### src/rtl/alu_ctl_issue.sv
// alu_ctl_issue: decodes RV32I instructions into registered one-hot ALU/BRU controls with valid/ready handshake.
// Build option ALU_CTL_SKID_EN: two-entry skid buffer with a registered in_ready; default is a single output register.
module alu_ctl_issue #(
   parameter int PAYLOAD_W = 64
) (
   input  logic                 clk,
   input  logic                 rst_n,
   input  logic                 flush,
   input  logic                 in_valid,
   output logic                 in_ready,
   input  logic [31:0]          in_instr,
   input  logic [PAYLOAD_W-1:0] in_payload,
   output logic                 out_valid,
   input  logic                 out_ready,
   output logic [9:0]           out_ALUctl,
   output logic [6:0]           out_BRUctl,
   output logic                 out_illegal,
   output logic [PAYLOAD_W-1:0] out_payload
);
   localparam int EW = PAYLOAD_W + 18;
   localparam int A_SLTU = 0, A_SLT = 1, A_ADD = 2, A_SUB = 3, A_XOR = 4;
   localparam int A_OR = 5, A_AND = 6, A_SLL = 7, A_SRL = 8, A_SRA = 9;
   localparam int B_JUMP = 6;

   logic [6:0]    opcode;
   logic [2:0]    funct3;
   logic [6:0]    funct7;
   logic [9:0]    dec_alu;
   logic [6:0]    dec_bru;
   logic          dec_ill;
   logic          unused_instr;
   logic [EW-1:0] in_ent;
   logic [EW-1:0] main_q, main_d;
   logic          m_valid_q, m_valid_d;
   logic          accept;

   assign opcode       = in_instr[6:0];
   assign funct3       = in_instr[14:12];
   assign funct7       = in_instr[31:25];
   assign unused_instr = ^{in_instr[24:15], in_instr[11:7]};

   function automatic logic [9:0] base_alu(input logic [2:0] f3);
      logic [9:0] a;
      a = '0;
      case (f3)
         3'b000:  a[A_ADD]  = 1'b1;
         3'b001:  a[A_SLL]  = 1'b1;
         3'b010:  a[A_SLT]  = 1'b1;
         3'b011:  a[A_SLTU] = 1'b1;
         3'b100:  a[A_XOR]  = 1'b1;
         3'b101:  a[A_SRL]  = 1'b1;
         3'b110:  a[A_OR]   = 1'b1;
         default: a[A_AND]  = 1'b1;
      endcase
      return a;
   endfunction

   always_comb begin
      dec_alu = '0;
      dec_bru = '0;
      dec_ill = 1'b0;
      case (opcode)
         7'b0110011: begin
            if (funct7 == 7'b0000000)                          dec_alu = base_alu(funct3);
            else if (funct7 == 7'b0100000 && funct3 == 3'b000) dec_alu[A_SUB] = 1'b1;
            else if (funct7 == 7'b0100000 && funct3 == 3'b101) dec_alu[A_SRA] = 1'b1;
            else                                               dec_ill = 1'b1;
         end
         7'b0010011: begin
            if (funct3 == 3'b001 && funct7 != 7'b0000000) dec_ill = 1'b1;
            else if (funct3 == 3'b101) begin
               if (funct7 == 7'b0000000)      dec_alu[A_SRL] = 1'b1;
               else if (funct7 == 7'b0100000) dec_alu[A_SRA] = 1'b1;
               else                           dec_ill = 1'b1;
            end
            else dec_alu = base_alu(funct3);
         end
         7'b0000011, 7'b0100011, 7'b0110111, 7'b0010111: dec_alu[A_ADD] = 1'b1;
         7'b1101111: begin
            dec_alu[A_ADD]  = 1'b1;
            dec_bru[B_JUMP] = 1'b1;
         end
         7'b1100111: begin
            if (funct3 == 3'b000) begin
               dec_alu[A_ADD]  = 1'b1;
               dec_bru[B_JUMP] = 1'b1;
            end
            else dec_ill = 1'b1;
         end
         7'b1100011: begin
            case (funct3)
               3'b000:  dec_bru[0] = 1'b1;
               3'b001:  dec_bru[1] = 1'b1;
               3'b100:  dec_bru[2] = 1'b1;
               3'b101:  dec_bru[3] = 1'b1;
               3'b110:  dec_bru[4] = 1'b1;
               3'b111:  dec_bru[5] = 1'b1;
               default: dec_ill    = 1'b1;
            endcase
         end
         7'b0001111, 7'b1110011: ;
         // every legal opcode ends in 2'b11, so compressed encodings fall here too
         default: dec_ill = 1'b1;
      endcase
   end

   assign in_ent = {dec_ill, dec_bru, dec_alu, in_payload};
   assign {out_illegal, out_BRUctl, out_ALUctl, out_payload} = main_q;
   assign out_valid = m_valid_q;
   assign accept    = in_valid & in_ready;

`ifdef ALU_CTL_SKID_EN
   logic          s_valid_q, s_valid_d;
   logic          rdy_q, rdy_d;
   logic [EW-1:0] skid_q, skid_d;

   assign in_ready = rdy_q;

   always_comb begin
      m_valid_d = m_valid_q;
      main_d    = main_q;
      s_valid_d = s_valid_q;
      skid_d    = skid_q;
      if (flush) begin
         m_valid_d = 1'b0;
         s_valid_d = 1'b0;
      end
      else begin
         if (m_valid_q && out_ready) begin
            if (s_valid_q) begin
               main_d    = skid_q;
               s_valid_d = 1'b0;
            end
            else m_valid_d = 1'b0;
         end
         // accept implies the skid slot was empty, so no entry is overwritten
         if (accept) begin
            if (!m_valid_d) begin
               m_valid_d = 1'b1;
               main_d    = in_ent;
            end
            else begin
               s_valid_d = 1'b1;
               skid_d    = in_ent;
            end
         end
      end
      rdy_d = ~s_valid_d;
   end

   always_ff @(posedge clk or negedge rst_n) begin
      if (!rst_n) begin
         m_valid_q <= 1'b0;
         main_q    <= '0;
         s_valid_q <= 1'b0;
         skid_q    <= '0;
         rdy_q     <= 1'b0;
      end
      else begin
         m_valid_q <= m_valid_d;
         main_q    <= main_d;
         s_valid_q <= s_valid_d;
         skid_q    <= skid_d;
         rdy_q     <= rdy_d;
      end
   end
`else
   logic rdy_en_q;

   // rdy_en_q keeps in_ready low until the first clock after reset release
   assign in_ready = rdy_en_q & (~m_valid_q | out_ready);

   always_comb begin
      m_valid_d = m_valid_q;
      main_d    = main_q;
      if (flush) m_valid_d = 1'b0;
      else if (accept) begin
         m_valid_d = 1'b1;
         main_d    = in_ent;
      end
      else if (out_ready) m_valid_d = 1'b0;
   end

   always_ff @(posedge clk or negedge rst_n) begin
      if (!rst_n) begin
         m_valid_q <= 1'b0;
         main_q    <= '0;
         rdy_en_q  <= 1'b0;
      end
      else begin
         m_valid_q <= m_valid_d;
         main_q    <= main_d;
         rdy_en_q  <= 1'b1;
      end
   end
`endif

endmodule
### config.mk
export PLATFORM = sky130hd
export DESIGN_NAME = alu_ctl_issue
export DESIGN_NICKNAME = d
export VERILOG_FILES = /design/src/rtl/alu_ctl_issue.sv
export SDC_FILE = /design/constraint.sdc
export NUM_CORES = 1
export LEC_CHECK = 0
export CORE_MARGIN = 1.5
export CORE_UTILIZATION = 44
export CTS_BUF_LIST = sky130_fd_sc_hd__clkbuf_4 sky130_fd_sc_hd__clkbuf_8
export CTS_CLUSTER_DIAMETER = 30
export DETAILED_ROUTE_END_ITERATION = 7
export GPL_TIMING_DRIVEN = 0
export PLACE_DENSITY = 0.94
export SETUP_SLACK_MARGIN = 0.4
export SYNTH_ARGS = -nofsm -noshare
export SYNTH_HDL_FRONTEND = slang
export SYNTH_SLANG_ARGS = --single-unit
### constraint.sdc
create_clock -name clk -period 3.1 [get_ports clk]
set_input_delay 0.93 -clock clk [delete_from_list [all_inputs] [get_ports clk]]
set_output_delay 0.93 -clock clk [all_outputs]
set_load 0.05 [all_outputs]
==> results summary, run 1 <==
The run finished with clean final reports. The later pin in the worst-skew pair is clocked with a latency of 0.34 ns. The final-report hold violation count is 0.

Yosys printed 0 warnings. The path type of the worst setup path is reg2out. In this run the clock root is driven by a clkbuf_8. The highest clock rate came out at 398 MHz.

For this run, design rule violations remaining after detail routing come to 0. Entering global routing, the biggest net connects 49 pins. The worst slew margin relative to its limit came out at 55.1%. Among all flip-flop cells after synthesis, the most frequent one is dfrtp_1.

After synthesis, the netlist uses 42 different library cells. In this run the power density over the cells is 604 mW/mm^2. The share of flip-flops with an asynchronous set or reset came out at 100%. The biggest fanout along the worst timing path came out at 2. The minimum period implied by the final worst setup slack is 2.51 ns. The number of diodes added for antenna fixing is 0. The leakage power came out at 0.00261 uW. The buffers inserted during post-CTS setup optimization is 0. The die covers 0.00853 sq mm.

The clock-pin slew on the worst setup and hold paths is 0.08 ns. The sum of buffers and inverters on the critical path is 1. The clock tree from TritonCTS is built. Across the VDD grid, the largest voltage drop is 0.374 mV. Dividing the final minimum period by the clock period gives 81.0%. The leftover overflow at the end of global routing is 0. The remaining number of nets flagged by the antenna check after routing came out at 0. The cell family contributing the most delay on the critical path is buffers and inverters.

The final worst clock skew is 0.00869 ns. The average wire per cell in the routed design is 14.2 microns. The H-tree generated during clock tree synthesis spans 3 levels.

The starting utilization of the core area came out at 45.5%. The placeable core region is 0.00773 sq mm. The total wire length after detailed routing is 9590 microns. The count of mapped cells out of synthesis is 391. The detail-routed via count per cell is 4.98. The data arrival time of the worst path came out at 1.58 ns. The number of enable-type register cells in the synthesized netlist came out at 0. The share of layout cells above drive strength 1 came out at 7.49%. The path class of the tightest hold or removal check is reg2reg. In this run the count of I/O pins placed on the die edge is 185. The required time of the worst setup path came out at 2.17 ns. Setup repair after global routing left no endpoint under its margin. On the critical path, the stage with the largest delay is an instance of clkdlybuf4s50_1.

After synthesis the netlist holds a flip-flop and latch count of 84. The slew at the pin closest to its max-slew limit is 0.668 ns. The via total after detailed routing is 3364. After clock tree synthesis, the repair step resized 11 gates. The number of buffers between clock root and the deepest sink came out at 2. The count of routing violations after the opening detailed-route iteration came out at 126. In the layout the commonest cells are nand2_1 (218), clkdlybuf4s50_1 (163), dfrtp_1 (84). The count of maximum capacitance violations came out at 0. The library cell used most frequently in the layout, excluding fill and tap cells, is nand2_1. The first-pass GRT wire length came out at 15500 microns. On the worst path, the slowest cell contributes a delay of 0.84 ns.

The signed area change from the synthesized netlist to the final layout is 58.6%. Routability-driven placement finished with a final weighted congestion of 0.833. The width of the chip came out at 92.3 microns. When the netlist entered floorplanning its net count stood at 492. Summing all placed instances gives a cell area of 0.00533 sq mm. The setup slack after placement came out at -0.299 ns. A synthesized cell averages 8.98 sq um.

The hold buffer count at CTS came out at 0. The initialized floorplan defines 32 standard-cell rows. The via count of the first global-routing pass is 3302. Port buffering added 166 buffers.

Before antenna repair, the detailed router went through 5 iterations. The TritonCTS buffer count came out at 9. The signal on the critical path passes through clkdlybuf4s50_1. The initial antenna violation count came out at 0.

The worst path setup slack after routing is 0.588 ns. After the last flow step, the layout net total stands at 670. The kind of end point of the critical path is an output pin. The number of setup violations in the final report is 0. The area of the mapped netlist came out at 0.00351 sq mm. The placed wire-length estimate came out at 7400 microns.

For this run, the total global-route usage over all layers was measured as 23.3%. The final design instance area without fill came out at 0.00557 sq mm. The floorplan step set the die height to 92.3 microns. The worst setup path is launched from a flop. Cells fill 72.1% of the core in the end. The share of the yosys chip area belonging to registers came out at 59.9%.

The TritonCTS sink count is 84. The final count of pins violating max slew is 0.
[path summary, 6_finish.rpt]
kind                            slack [ns]      start  cells past startpoint    endpoint
worst max-delay path                  0.59  out_valid                      1   out_valid
worst min-delay path                  0.48  main_q[7]                      2   main_q[7]
worst max register to register        1.54  out_valid                      6   out_valid
worst min register to register        0.48  main_q[7]                      2   main_q[7]
max in group asynchronous             1.95      rst_n                      2  main_q[56]
min in group asynchronous             0.55      rst_n                      1  main_q[25]
[layout make-up]
cell class	count	area [sq um]
clock buffer	11	145
fill	552	2160
clock inverter	5	83.8
tap	102	128
multi-input combinational	286	1300
buffer	21	124
sequential	84	2100
timing repair buffer	167	1690
[sequential cells by signal, summed over array words and instances (netlist names)]
name,flops
main_q,82
out_valid,1
rdy_en_q,1
[power by group]
part           switching (uW)  internal (uW)
clock network             379            488
logic                     764            412
registers                78.4           1240
[stage by stage]
stage               setup TNS [ns]  hold slack, ns  cells  total power (uW)
global placement           -142.58           0.457    659              2490
CTS                              0           0.482    676              3390
detailed placement          -0.299           0.462    660              2520
finish                           0           0.478    676              3360
floorplan                        0           0.634    391              2020
global route                     0           0.504    676              3510
[per-layer routing]
layer	GRT usage, %	vias up	part of all wire (%)
li1	-	1599	-
met1	29.5	1587	40
met2	39.0	162	49
met3	6.73	16	8.7
met4	6.54	0	1.7
met5	0	-	0
[cell families after synthesis]
| group | share of synthesized area [%] |
|---|---|
| AND/OR/NAND/NOR | 30.4 |
| flip-flops | 59.9 |
| AO/OA/AOI/OAI | 6.09 |
| buffers and inverters | 3.53 |
| other | 0.107 |
[cell usage after synthesis, types with 2 or more instances]
cell | instances | area [sq um]
nor4_1 | 2 | 12.5
nand2b_1 | 5 | 31.3
clkbuf_1 | 7 | 26.3
a21oi_1 | 3 | 15.0
buf_2 | 10 | 50.1
nand4_1 | 2 | 12.5
buf_6 | 3 | 33.8
nor2_1 | 6 | 22.5
o21ai_0 | 10 | 50.1
o31ai_1 | 5 | 37.5
nand3_1 | 6 | 30.0
dfrtp_1 | 84 | 2100
and3b_1 | 2 | 17.5
nand2_1 | 218 | 818
No activity file was read; power rests on OpenSTA's default activity.
==> run 2: changes to the inputs <==
--- a/config.mk
+++ b/config.mk
@@ -6,12 +6,12 @@
 export NUM_CORES = 1
 export LEC_CHECK = 0
 export CORE_MARGIN = 1.5
-export CORE_UTILIZATION = 44
+export CORE_UTILIZATION = 37
 export CTS_BUF_LIST = sky130_fd_sc_hd__clkbuf_4 sky130_fd_sc_hd__clkbuf_8
 export CTS_CLUSTER_DIAMETER = 30
 export DETAILED_ROUTE_END_ITERATION = 7
 export GPL_TIMING_DRIVEN = 0
-export PLACE_DENSITY = 0.94
+export PLACE_DENSITY = 0.85
 export SETUP_SLACK_MARGIN = 0.4
 export SYNTH_ARGS = -nofsm -noshare
 export SYNTH_HDL_FRONTEND = slang
==> constraint.sdc (replaced) <==
create_clock -name clk -period 2.26 [get_ports clk]
set_input_delay 0.678 -clock clk [delete_from_list [all_inputs] [get_ports clk]]
set_output_delay 0.678 -clock clk [all_outputs]
set_load 0.05 [all_outputs]
==> run 2 against run 1 <==
  * Power rose by 33%
  * Sequential cell count did not move
  * Non-clock buffer count rose by 5
  * Combinational power rose by 32%
  * Largest cell class unchanged
  * Highest routed layer unchanged
==> results summary, run 2 (same netlist as run 1, synthesis figures left out) <==
The number of buffers inserted by port buffering is 166 (unchanged). The path type of the worst setup path was in2out (was reg2out). The placed wire-length estimate is 7570 microns (was 7400 microns). The share of total power consumed by net switching came out at 38.6% (was 36.3%).

The via count of the first global-routing pass is 3491 (was 3302). The starting utilization of the core area came out at 38.0% (was 45.5%). The required time of the worst setup path is 1.58 ns (was 2.17 ns). The met2 routed wirelength is 5070 microns (was 4740 microns). The I/O pin count is 185 (unchanged). The final standard cell utilization of the core came out at 62.5% (was 72.1%). The minimum period implied by the final worst setup slack is 1.87 ns. The met3 wire length came to 659 microns (was 834 microns). The first-pass GRT wire length is 17000 microns (was 15500 microns). The nature of the critical path startpoint is an input port (was flop). The depth of the worst register-to-register path came out at 8 (was 6).

Commonest cells after routing, fill and taps aside: nand2_1 (216), dfrtp_1 (84), clkdlybuf4s15_2 (82) (was nand2_1 (218), clkdlybuf4s50_1 (163), dfrtp_1 (84)). The number of diodes added for antenna fixing came to 0 (unchanged). The combinational share of power is 34.9% (was 35.0%).

The highest clock rate came out at 536 MHz. The routed length on met1 is 4260 microns (was 3850 microns). The worst setup path startpoint is out_ready (was out_valid).

The final-report hold violation count came to 0 (unchanged). The largest voltage drop on the vdd net came to 0.418 mV (was 0.374 mV). The critical path depth in cells came out at 4 (was 1). The length of the first detailed-routing pass in iterations came out at 5 (unchanged). The smallest hold slack is 0.282 ns (was 0.478 ns). The initial antenna violation count came out at 0 (unchanged). The sum of negative setup slack came out at 0 ns (unchanged). The width of the chip came out at 100 microns (was 92.3 microns). The highest routed metal layer is met4 (unchanged). The kind of cell with the highest combined delay on the critical path is simple AND/OR/NAND/NOR gates (was buffers and inverters).

The data arrival time of the worst path is 1.19 ns (was 1.58 ns). The setup slack after placement is -0.682 ns (was -0.299 ns). The worst slew margin relative to its limit came out at 64.4% (was 55.1%).

The number of cells in the finished layout apart from fillers is 708 (was 676). Unrepaired setup endpoints after global routing: true (was false). The placement row count is 35 (was 32). The final worst clock skew is 0.0204 ns (was 0.00869 ns).

The full die area came out at 0.0101 sq mm (was 0.00853 sq mm). The TritonCTS sink count is 84 (unchanged). The final critical path takes up 82.6% of the cycle. The number of buffers between clock root and the deepest sink came out at 2 (unchanged).

The placer's final routability congestion estimate came out at 0.912 (was 0.833). The level count of the clock H-tree was 3 (unchanged). The switching power came out at 1730 uW (was 1220 uW). The clock power share is 24.8% (was 25.8%). The delay of the slowest cell on the worst path came out at 0.14 ns (was 0.84 ns). The clock tree from TritonCTS is built (unchanged).

The register with the most flip-flops is main_q (unchanged). The number of setup violations in the final report is 0 (unchanged). The worst hold-check path type is in2async (was reg2reg). The DRC violations left is 0 (unchanged).

The signed area change from the synthesized netlist to the final layout is 64.4% (was 58.6%). The count of maximum capacitance violations was 0 (unchanged). The detail-routed via count per cell came out at 4.71 (was 4.98). The average wire per cell in the routed design came out at 14.4 microns (was 14.2 microns).

The worst path setup slack after routing is 0.393 ns (was 0.588 ns). The clock-pin slew on the worst setup and hold paths is 0.10 ns (was 0.08 ns). Cell-by-cell trace of the critical path: clkbuf_2, nand2b_4, and2_4, buf_8 (was clkdlybuf4s50_1). The kind of end point of the critical path is an output pin (unchanged). The internal power consumption came out at 2760 uW (was 2140 uW).

The power share of the sequential group is 40.3% (was 39.2%). Outcome: finished clean (unchanged). The clock latency reported for the late side of the worst-skew pair is 0.35 ns (was 0.34 ns).

The flip-flop count of the largest register after layout is 82 (unchanged). The biggest fanout along the worst timing path is 3 (was 2). The buffer cell driving the clock tree root is clkbuf_8 (unchanged).

The count of routing violations after the opening detailed-route iteration came out at 90 (was 126). The via total after detailed routing is 3335 (was 3364). The largest net degree at the start of global routing came out at 45 (was 49). The hold buffer count at CTS is 0 (unchanged). The leftover overflow at the end of global routing came out at 0 (unchanged). The reg-to-reg startpoint is out_valid (unchanged). The TritonCTS buffer count came out at 9 (unchanged). The setup slack of the most critical reg-to-reg path came out at 0.65 ns (was 1.54 ns).

The leading cell type in the layout, fill and taps excluded was nand2_1 (unchanged). The slew at the pin closest to its max-slew limit is 0.533 ns (was 0.668 ns). The count of nets after finishing came out at 675 (was 670). The total routing resource utilization after global routing came out at 21.5% (was 23.3%). The sum of buffers and inverters on the critical path came out at 2 (was 1).

The destination of the critical timing path is in_ready (was out_valid). The total wire length after detailed routing came to 10200 microns (was 9590 microns). The share of layout cells above drive strength 1 is 25.2% (was 7.49%).

The die boundary height is 100 microns (was 92.3 microns). The remaining number of nets flagged by the antenna check after routing came out at 0 (unchanged). The placeable core region came to 0.00924 sq mm (was 0.00773 sq mm).

The final count of pins violating max slew is 0 (unchanged). The leakage power came to 0.00275 uW (was 0.00261 uW). The number of cells after detailed placement came out at 687 (was 660). The total power density per cell area came to 777 mW/mm^2 (was 604 mW/mm^2). The worst flop-to-flop path endpoint is main_q[77] (was out_valid). The highest-delay cell along the critical path is nand2b_4 (was clkdlybuf4s50_1).
## run 2: cell count changes in the layout (fill, tap and decap cells not counted), moves of 2 or more
| cell | change |
|---|---|
| clkdlybuf4s50_1 | -92 |
| dlymetal6s2s_1 | +2 |
| clkbuf_1 | -6 |
| clkdlybuf4s15_2 | +82 |
| nand2_1 | -2 |
| dlygate4sd2_1 | +5 |
| buf_4 | +8 |
| nand2_2 | +2 |
| clkinv_4 | +2 |
| clkbuf_2 | +8 |
| buf_2 | -2 |
## run 2: area by class of cell
type / instances / area (sq um)
tap: 129 / 161
fill: 755 / 3460
timing repair buffer: 172 / 1810
clock inverter: 6 / 71.3
clock buffer: 10 / 138
sequential: 84 / 2100
multi-input combinational: 286 / 1360
buffer: 21 / 139
## run 2: power groups by stage
stage / Clock (uW) / Sequential (uW) / Combinational (uW)
finish: 1110 / 1810 / 1560
CTS: 1140 / 1810 / 1570
detailed placement: 0 / 1840 / 1620
global route: 1220 / 1830 / 1660
floorplan: 0 / 2540 / 227
global placement: 0 / 1830 / 1590
## run 2: worst min-delay path by stage
stage	slack, ns	cells after the start	from	endpoint
global route	0.30	1	rst_n	main_q[33]
CTS	0.29	1	rst_n	main_q[33]
detailed placement	0.46	2	main_q[4]	main_q[4]
global placement	0.46	2	main_q[50]	main_q[50]
finish	0.28	1	rst_n	main_q[33]
floorplan	0.38	0	rst_n	main_q[0]
## run 2: routing by layer
metal  vias up  track usage (%)
met2       124             36.2
met4         0             8.67
met1      1578             26.1
li1       1610                -
met5         -                0
met3        23             6.06
## run 2: what timing repair did
action,CTS,global route
endpoints found under the setup margin,163,64
pin swaps,4,2
buffers inserted,3,2
resized for setup,275,25
## run 2: stage by stage
step / instance area, sq um / total power (uW)
2_1_floorplan: 3510 / 2770
3_3_place_gp: 5340 / 3420
3_5_place_dp: 5360 / 3460
4_1_cts: 5730 / 4520
5_1_grt: 5780 / 4710
6_report: 5780 / 4490
## run 2: worst register-to-register path, delay by kind of cell (launching register included)
kind | cells | cell delay [ns]
AND/OR/NAND/NOR | 4 | 0.53
buffers and inverters | 3 | 0.40
AO/OA/AOI/OAI | 1 | 0.20
flip-flops | 1 | 0.42
==> run 3: changes to the inputs <==
==> constraint.sdc (replaced) <==
create_clock -name clk -period 1.5 [get_ports clk]
set_input_delay 0.45 -clock clk [delete_from_list [all_inputs] [get_ports clk]]
set_output_delay 0.45 -clock clk [all_outputs]
set_load 0.05 [all_outputs]
==> run 3 against run 2 <==
  * The run now ends with negative setup slack left
  * Sequential power rose by 55%
  * Power rose by 71%
  * Non-clock buffer count rose by 108
  * Combinational power rose by 110%
  * Global-route usage rose by 3.3 points
  * Critical endpoint unchanged
  * Largest power group is now combinational logic
==> results summary, run 3 (same netlist as run 1, synthesis figures left out) <==
Outcome: finished with violations (was finished clean). The checks that failed: negative setup slack. The clock latency reported for the late side of the worst-skew pair came out at 0.34 ns (was 0.35 ns). The I/O pin count came out at 185 (unchanged). The placer's final routability congestion estimate came to 0.847 (was 0.912). The share of the clock period used by the worst path came out at 105%. The register with the most flip-flops is main_q (unchanged). The remaining number of nets flagged by the antenna check after routing is 0 (unchanged). The total wire length after detailed routing is 14500 microns (was 10200 microns). The initial antenna violation count was 0 (unchanged). The clock-pin slew on the worst setup and hold paths is 0.09 ns (was 0.10 ns). The flip-flop count of the largest register after layout came to 82 (unchanged).

The worst path setup slack after routing is -0.0791 ns (was 0.393 ns). The final worst clock skew is 0.00906 ns (was 0.0204 ns). The count of maximum capacitance violations came out at 0 (unchanged). The first-pass GRT wire length came to 19300 microns (was 17000 microns). The full die area came out at 0.0101 sq mm (unchanged). The final design instance area without fill is 0.00777 sq mm (was 0.00578 sq mm). The average wire per cell in the routed design is 17.8 microns (was 14.4 microns). The worst slew margin relative to its limit came to 65.6% (was 64.4%).

The required time of the worst setup path is 1.05 ns (was 1.58 ns). The leftover overflow at the end of global routing was 0 (unchanged). The data arrival time of the worst path is 1.13 ns (was 1.19 ns). The clock tree from TritonCTS is built (unchanged).

The final count of pins violating max slew came out at 0 (unchanged). The share of layout cells above drive strength 1 is 56.9% (was 25.2%). The buffer cell driving the clock tree root is clkbuf_8 (unchanged). The nature of the critical path startpoint is a flop (was input port). The cell area after placement came out at 0.00546 sq mm (was 0.00536 sq mm). The kind of end point of the critical path is an output pin (unchanged). The number of buffers between clock root and the deepest sink came out at 2 (unchanged). The number of buffers inserted by port buffering came out at 166 (unchanged). The DRC violations left is 0 (unchanged). The slew at the pin closest to its max-slew limit came out at 0.517 ns (was 0.533 ns). The highest clock rate is 633 MHz. The leakage power came out at 0.00394 uW (was 0.00275 uW). The via total after detailed routing is 3992 (was 3335). The count of routing violations after the opening detailed-route iteration is 115 (was 90). The minimum period implied by the final worst setup slack is 1.58 ns.

The largest net degree at the start of global routing is 49 (was 45). The total chip power was 7650 uW (was 4490 uW). The TritonCTS sink count was 84 (unchanged). The placement row count is 35 (unchanged).

The width of the chip is 100 microns (unchanged). The final-report hold violation count came out at 0 (unchanged). The placed wire-length estimate is 7200 microns (was 7570 microns). The smallest hold slack came out at 0.0691 ns (was 0.282 ns). The signed area change from the synthesized netlist to the final layout is 121% (was 64.4%). The total routing resource utilization after global routing came out at 24.8% (was 21.5%).

The path type of the worst setup path is reg2out (was in2out). The number of diodes added for antenna fixing came out at 0 (unchanged). The number of setup violations in the final report came to 53 (was 0). The starting utilization of the core area is 38.0% (unchanged). The detail-routed via count per cell came out at 4.90 (was 4.71).

The placeable core region was 0.00924 sq mm (unchanged). The number of fillers in the final layout came to 457 (was 755). The total power density per cell area was 985 mW/mm^2 (was 777 mW/mm^2). The via count of the first global-routing pass came out at 3979 (was 3491).

Commonest cells after routing, fill and taps aside: nand2_1 (102), buf_6 (93), nand2_2 (87) (was nand2_1 (216), dfrtp_1 (84), clkdlybuf4s15_2 (82)). The level count of the clock H-tree came out at 3 (unchanged). The length of the first detailed-routing pass in iterations was 4 (was 5).

The leading cell type in the layout, fill and taps excluded is nand2_1 (unchanged). The worst hold-check path type is in2async (unchanged). The die boundary height is 100 microns (unchanged).

The count of nets after finishing came out at 783 (was 675). Unrepaired setup endpoints after global routing: true (unchanged). The biggest fanout along the worst timing path is 2 (was 3). The largest voltage drop on the vdd net is 0.792 mV (was 0.418 mV).

The TritonCTS buffer count came to 9 (unchanged).
run 3: changes by cell type in the layout (fill, tap and decap cells not counted), moves of 10 or more:
| cell | change |
|---|---|
| buf_12 | +10 |
| buf_4 | +72 |
| buf_6 | +90 |
| buf_8 | +13 |
| clkdlybuf4s15_2 | -80 |
| nand2_1 | -114 |
| nand2_2 | +85 |
| nand2_4 | +28 |
run 3: metrics by stage:
stage / TNS, ns / util [%] / setup WS (ns) / cells
3_5_place_dp: -45.04 / 59.1 / -0.942 / 687
3_3_place_gp: -289.56 / 58.9 / -3.24 / 686
6_report: -1.13 / 84.1 / -0.0791 / 814
4_1_cts: -0.593 / 76.0 / -0.0951 / 771
2_1_floorplan: -1.22 / - / -0.159 / 391
5_1_grt: -5.00 / 84.1 / -0.125 / 814
run 3: path summary, 6_finish.rpt:
kind,startpoint,to,slack [ns],cells past startpoint
worst max-delay path,out_valid,in_ready,-0.08,3
worst min-delay path,rst_n,main_q[67],0.07,1
worst max register to register,out_valid,main_q[14],-0.07,9
worst min register to register,main_q[6],main_q[6],0.50,2
max in group asynchronous,rst_n,main_q[33],0.81,2
min in group clk,in_instr[14],main_q[65],0.38,2
run 3: where the power goes:
| part | total (uW) | switching (uW) | internal [uW] | leakage, uW |
|---|---|---|---|---|
| Combinational | 3280 | 1860 | 1410 | 0.00278 |
| Clock | 1570 | 819 | 747 | 0.0000870 |
| Sequential | 2810 | 246 | 2570 | 0.00106 |
run 3: timing repair:
| action | 4_1_cts | 5_1_grt |
|---|---|---|
| setup endpoints to repair | 167 | 167 |
| setup buffers | 55 | 43 |
| hold buffers | 0 | 0 |
| resized for setup | 748 | 117 |
| pin swaps | 49 | 63 |
| gates cloned | 15 | 0 |
run 3: worst max-delay path, cell delays in order, from the launching register on:
cell and delay [ns]:
dfrtp_2 0.43, nand2b_4 0.07, and2_4 0.15, buf_8 0.14
run 3: layout make-up:
| class | instances | area, sq um | share of cell area [%] |
|---|---|---|---|
| Clock buffer | 9 | 124 | 1.59 |
| Multi-Input combinational cell | 286 | 1950 | 25.0 |
| Buffer | 21 | 369 | 4.75 |
| Clock inverter | 5 | 55.1 | 0.708 |
| Timing Repair Buffer | 280 | 3010 | 38.8 |
| Tap cell | 129 | 161 | 2.08 |
| Sequential cell | 84 | 2100 | 27.1 |
run 3: routing by layer:
| metal | routed length (microns) | global-route usage [%] | share of wire [%] | vias up |
|---|---|---|---|---|
| li1 | - | - | - | 1839 |
| met3 | 834 | 6.48 | 5.7 | 27 |
| met1 | 5260 | 27.3 | 36 | 1968 |
| met2 | 8100 | 46.5 | 56 | 158 |
| met5 | 0 | 0 | 0 | - |
| met4 | 335 | 7.58 | 2.3 | 0 |
